<file path="config.mk">
export PLATFORM = sky130hd
export DESIGN_NAME = fir_out_sink
export DESIGN_NICKNAME = d
export VERILOG_FILES = /design/src/rtl/fir_out_sink.sv
export SDC_FILE = /design/constraint.sdc
export NUM_CORES = 1
export LEC_CHECK = 0
export CAP_MARGIN = 20
export CORE_ASPECT_RATIO = 1.2
export CORE_MARGIN = 1.5
export CORE_UTILIZATION = 60
export CTS_BUF_LIST = sky130_fd_sc_hd__clkbuf_8
export CTS_CLUSTER_DIAMETER = 50
export DETAILED_ROUTE_END_ITERATION = 8
export PLACE_DENSITY = 0.8
export SLEW_MARGIN = 15
export SYNTH_ARGS = -nofsm -noshare
export SYNTH_HDL_FRONTEND = slang
export SYNTH_SLANG_ARGS = --single-unit
</file>
<file path="constraint.sdc">
create_clock -name clk -period 7.2 [get_ports clk]
set_clock_uncertainty 0.1 [all_clocks]
set_input_delay 1.44 -clock clk [delete_from_list [all_inputs] [get_ports clk]]
set_output_delay 1.44 -clock clk [all_outputs]
set_load 0.01 [all_outputs]
</file>
<file path="src/rtl/fir_out_sink.sv">
// fir_out_sink: round/saturate wide FIR output to sample width and buffer it in a show-ahead FIFO
// Ports: in_sample/in_valid wide valid-only input; out_sample/out_valid/out_ready output stream;
//        level FIFO occupancy; clipped/overflow sticky flags; drop_count saturating drop tally;
//        clr synchronous clear of flags and drop_count; rst asynchronous active-high.
module fir_out_sink #(
  parameter int IN_WIDTH  = 32,
  parameter int OUT_WIDTH = 16,
  parameter int SHIFT     = 15,
  parameter int DEPTH     = 8
) (
  input  logic                     clk,
  input  logic                     rst,
  input  logic [IN_WIDTH-1:0]      in_sample,
  input  logic                     in_valid,
  output logic [OUT_WIDTH-1:0]     out_sample,
  output logic                     out_valid,
  input  logic                     out_ready,
  output logic [$clog2(DEPTH):0]   level,
  output logic                     clipped,
  output logic                     overflow,
  output logic [15:0]              drop_count,
  input  logic                     clr
);
  localparam int AW = $clog2(DEPTH);
  localparam int LW = AW + 1;
  localparam logic [LW-1:0] FULL = LW'(DEPTH);
  localparam logic signed [IN_WIDTH:0] RND = {{IN_WIDTH{1'b0}}, 1'b1} << (SHIFT - 1);
  localparam logic signed [IN_WIDTH:0] MAXV = {{(IN_WIDTH-OUT_WIDTH+2){1'b0}}, {(OUT_WIDTH-1){1'b1}}};
  localparam logic signed [IN_WIDTH:0] MINV = ~MAXV;
  logic signed [IN_WIDTH:0] sum, r;
  logic hi, lo, full, pop, wr_en, drop, s1_valid;
  logic [OUT_WIDTH-1:0] sat, s1_sample;
  logic [OUT_WIDTH-1:0] mem [DEPTH];
  logic [AW-1:0] wr_ptr, rd_ptr;
  always_comb begin
    // one extra bit so adding the rounding constant can never wrap
    sum = $signed({in_sample[IN_WIDTH-1], in_sample}) + RND;
    r = sum >>> SHIFT;
    hi = r > MAXV;
    lo = r < MINV;
    sat = hi ? MAXV[OUT_WIDTH-1:0] : lo ? MINV[OUT_WIDTH-1:0] : r[OUT_WIDTH-1:0];
    out_valid = level != '0;
    out_sample = mem[rd_ptr];
    full = level == FULL;
    pop = out_valid & out_ready;
    // a full FIFO still accepts a push when the head leaves in the same cycle
    wr_en = s1_valid & (~full | pop);
    drop = s1_valid & full & ~pop;
  end
  always_ff @(posedge clk or posedge rst) begin
    if (rst) begin
      s1_valid <= 1'b0;
      s1_sample <= '0;
      clipped <= 1'b0;
      overflow <= 1'b0;
      drop_count <= '0;
      wr_ptr <= '0;
      rd_ptr <= '0;
      level <= '0;
      for (int i = 0; i < DEPTH; i++) mem[i] <= '0;
    end else begin
      s1_valid <= in_valid;
      if (in_valid) s1_sample <= sat;
      // a new event in the clr cycle takes precedence over the clear
      clipped <= (in_valid & (hi | lo)) | (clipped & ~clr);
      overflow <= drop | (overflow & ~clr);
      drop_count <= drop ? (clr ? 16'd1 : drop_count + {15'd0, ~&drop_count}) : clr ? '0 : drop_count;
      if (wr_en) begin
        mem[wr_ptr] <= s1_sample;
        wr_ptr <= wr_ptr + AW'(1);
      end
      if (pop) rd_ptr <= rd_ptr + AW'(1);
      level <= level + LW'(wr_en) - LW'(pop);
    end
  end
endmodule

</file>
---- After elaboration in Yosys (flattened, before gate mapping) ----
Index checks and enable logic that the tools add are counted.
storage, ports and cells
  bits in registers ....................... 173
  input port bits ......................... 37
  output and inout port bits .............. 39
  logic and storage cells ................. 60
operators by class
  add/sub/neg operators ................... 6
  magnitude comparators ................... 5
  equality and inequality tests ........... 1
  mux-type cells .......................... 11
  bitwise logic cells ..................... 16
  reductions and logical operators ........ 5
operator list
  operator                number
  $bwmux 128              1
  $mux 16                 8
  $bmux 16 s3             1
  $demux 16 s3            1
  $add 32x16->33 const B  1
  $gt 18x16->1 const B    1
  $lt 18x16->1 const B    1
  $add 16x1->16           1
  $reduce_and 16->1       1
  $ge 4x4->1 const B      2
  $not 3->4               2
  $and 1x1->1             7
  $add 3x1->3 const B     2
  $add 4x1->4             1
  $eq 4x4->1 const B      1
  $lt 4x1->1 const B      1
  $or 1x1->1              4
  $reduce_bool 4->1       1
  $sub 4x1->4             1
  $not 1->1               3
  $reduce_bool 2->1       1
  $logic_and 1x1->1       1
  $logic_not 1->1         1

---- Depth between registers and ports, before layout ----
  depth in word-level cells ............... 6
  gate-level depth with buffers ........... 11
  gate-level depth less buffers ........... 11

---- Worst setup path before layout ----
No wires, ideal clock.
  path kind ............................... reg-to-output
  start point ............................. reg rd_ptr[0]
  end point ............................... out out_sample[15]
  data arrival time ....................... 1732 ps
  data required time ...................... 5660 ps
  slack ................................... 3928 ps
  cell stages (with the launch flop) ...... 5
  path buffers ............................ 2
  path through ............................ dfrtp_1 clkbuf_1 buf_2 mux4_2 mux2_2
between the ends
  longest elaborated chain between the ends .. 4
ends and longest elaborated chain
  what                                        RTL line  source
  start, declared                             34        logic [AW-1:0] wr_ptr, rd_ptr;
  start signal, assigned                      72        if (pop) rd_ptr <= rd_ptr + AW'(1);
  $not 3->4 (implied by the code)             43        out_sample = mem[rd_ptr];
  $bmux 16 s3                                 43
  $mux 16 (implied by the code) (2 in a row)  43
  end, declared                               15        output logic [OUT_WIDTH-1:0] out_sample,
Every way passes these cells. The select of a mux whose other input is x is not followed.

---- Final worst setup path ----
  start point ............................. reg rd_ptr[0]
  end point ............................... out out_sample[7]
Same word-level chain as after synthesis.

==> summary.txt <==
Run status
  – Status: finished clean

Drt
  – Initial DRC count: 249
  – Number of remaining DRC errors: 0
  – First-pass detailed-route iteration total: 4
  – Vias/cell: 6.11
  – Total Wirelength: 17,400 µm
  – Vias post-DR: 5,164
  – Routed Antenna Nets: 0
  – Routed length per placed instance: 20.6 µm

Synthesis
  – Post-synth top cells: dfrtp_1 (173), mux2_1 (92), mux2_2 (54)
  – Post-synthesis sequential area ratio: 0.514
  – Number of unique standard cell types used by synthesis: 58
  – Top cell type's share of synthesized area: 0.514
  – Post-synth EDFFs: 0
  – Syn Nets: 657
  – Syn_area_per_cell: 13.8 µm²
  – Mapped Cells: 608
  – Top cells by area, synth: dfrtp_1 (51%), mux2_1 (12%), mux4_2 (8.6%)
  – Main synth FF type: dfrtp_1
  – Count leader, synth: dfrtp_1
  – Yosys reg bits: 173
  – Ys async rst share: 1.00
  – Post-synth top area cell: dfrtp_1
  – Synthesized area: 8410 µm²
  – Yosys Warn Count: 0

Die
  – I/O pin cnt: 76
  – Initial Utilization: 0.611
  – Die Y: 133 µm
  – Core area: 13,800 µm²
  – FP Rows: 47
  – Total die area: 14,700 µm²
  – Die Width: 111 µm

Power
  – Leakage: 3.80 nW
  – Total chip power: 4.01 mW
  – Peak VDD IR: 297 µV
  – PD cells: 419 nW/µm²

Cells and area
  – Ratio of cells with drive above 1 in the final layout: 0.217
  – Synthesis-to-layout area growth: 13.8%
  – Final net count: 710
  – Fill count: 948
  – ANT cells: 0

Timing
  – Maximum clock frequency: 220 MHz
  – Min Clock Period, post-route: 4.54 ns
  – Max-slew headroom: 0.231
  – Fin. Hold Viols: 0
  – Setup_tns: 0 ns
  – Final Max Tran Viols: 0
  – Slew @ Worst Pin: 1.15 ns
  – RSZ-0062 raised after global routing: false
  – Final period util: 0.631
  – # setup viols final: 0

Setup path
  – R2R Path End: mem[13]
  – Crit end category: output port
  – Worst R2R Setup Slack: 4.45 ns
  – CP Max Fanout: 21
  – Critical path class: reg2out
  – FF-to-FF path depth: 7
  – Crit path launch type: flip-flop
  – RR Startpoint: level[2]
  – Worst EP required: 5.66 ns
  – WP data arrival: 3.00 ns

GRT
  – Initial antenna violation count: 0
  – Global-route wire length before repair: 28,300 µm
  – Largest net degree at the start of global routing: 102
  – Vias in the first global route: 5,431
  – GR Util All Layers: 0.248
  – Gr ovfl total: 0

Clocking
  – Clock Tree Root: clkbuf_8
  – CTS resizes: 0
  – Clock buffer depth: 2
  – # hold bufs at CTS: 0
  – CTS H-tree lvls: 4
  – Setup bufs post-CTS: 0
  – Worst skew pair latency: 0.46 ns
  – Clock Sink Count: 173
  – CTS tree: done
  – CTS buffer count: 17
  – Reg clk slew, reported paths: 0.09 ns

Placement
  – Routability Congestion: 0.800
  – HPWL after DPL: 11,200 µm
  – Port Buffers: 61

Worst hold path
  – Tightest Hold Check Type: reg2reg
  – Hold Path Origin: mem[71]
  – Worst hold path endpoint: mem[71]
  – Worst Hold Path Cells: 1

Job
  – Max-Cap Viols: 0
## flip-flops by register name, summed over array words and instances, names as in the netlist
register and flops:
mem 128, drop_count 16, s1_sample 16, level 4
rd_ptr 3, wr_ptr 3, clipped 1, overflow 1
s1_valid 1
## final cells by class
class	instances	area, µm²	share of cell area
sequential	173	4330	0.452
clock buffer	22	303	0.0316
multi-input combinational	385	3830	0.400
clock inverter	10	160	0.0167
tap	171	214	0.0223
inverter	19	78.8	0.00823
timing repair buffer	65	656	0.0685
## cells in the final DEF (no fill, tap or decap), types with 2 or more instances in the layout
cell type	Yosys	final
dfrtp_1	173	171
mux2_1	92	92
clkdlybuf4s50_1	0	61
mux2_2	54	54
mux4_2	32	32
nand2_1	22	22
clkbuf_8	1	22
nor2_1	20	20
xnor2_1	19	19
inv_1	18	18
a21oi_1	16	16
o22a_1	15	15
nand4_1	13	13
xor2_1	12	12
ha_1	11	11
nand3_1	9	9
nor4_1	9	9
nor3_1	6	6
o21ai_0	5	5
or2_1	4	4
bufinv_16	0	4
or3_1	3	3
nand2b_1	3	3
and2_1	3	3
clkinvlp_4	0	3
nand3_2	2	2
nor2_2	2	2
and4_1	2	2
nor2b_1	2	2
nand2_2	2	2
nor3b_4	2	2
nand3b_2	2	2
buf_8	0	2
buf_4	6	2
dfrtp_2	0	2
## metrics by stage
step / util / std cells / hold WS, ns / setup WS [ns] / area (µm²)
after global placement: 0.660 / 811 / 0.362 / 3.10 / 9080
after detailed placement: 0.660 / 811 / 0.369 / 3.06 / 9080
after global routing: 0.696 / 845 / 0.403 / 2.50 / 9570
after CTS: 0.694 / 843 / 0.388 / 2.56 / 9540
final: 0.696 / 845 / 0.385 / 2.66 / 9570
after floorplan: - / 608 / 0.352 / 0.972 / 8410
## worst max path at each step
stage | start | endpoint | slack (ns) | depth (start not counted)
floorplan | rst | clipped | 0.97 | 1
global placement | rd_ptr[0] | out_sample[7] | 3.10 | 4
detailed placement | rd_ptr[0] | out_sample[7] | 3.06 | 4
CTS | rd_ptr[0] | out_sample[7] | 2.56 | 4
global route | rd_ptr[0] | out_sample[7] | 2.50 | 4
finish | rd_ptr[0] | out_sample[7] | 2.66 | 4
## layer usage
layer,routed length [µm],up-vias,global-route usage
met5,0,-,0
met4,274,0,0.0872
met3,577,28,0.0417
met2,9250,120,0.443
met1,7340,2694,0.307
li1,-,2322,-
## critical path: stages, from the launching register on
cell and delay (ns):
dfrtp_2 0.69, buf_4 0.50, mux4_2 0.57, mux2_2 0.29
clkdlybuf4s50_1 0.49
## logic make-up (layout without fill, tap and decap cells)
group	after synthesis	in the layout	synth area share
and+or+nand+nor	113	113	0.0787
AOI/OAI and AO/OA	50	50	0.0434
xor gates and xnor gates	31	31	0.0323
adders and majority gates	12	12	0.0187
buffers and inverters	50	116	0.0302
muxes	179	179	0.282
DFF	173	173	0.514
## power by group
part | internal [mW] | total, mW | leakage, nW | switching, mW
Sequential | 1.38 | 1.72 | 2.03 | 0.338
Clock | 0.423 | 0.764 | 0.229 | 0.340
Combinational | 0.968 | 1.52 | 1.54 | 0.555
Total | 2.77 | 4.01 | 3.80 | 1.23
Power figures use the tool's default switching activity.
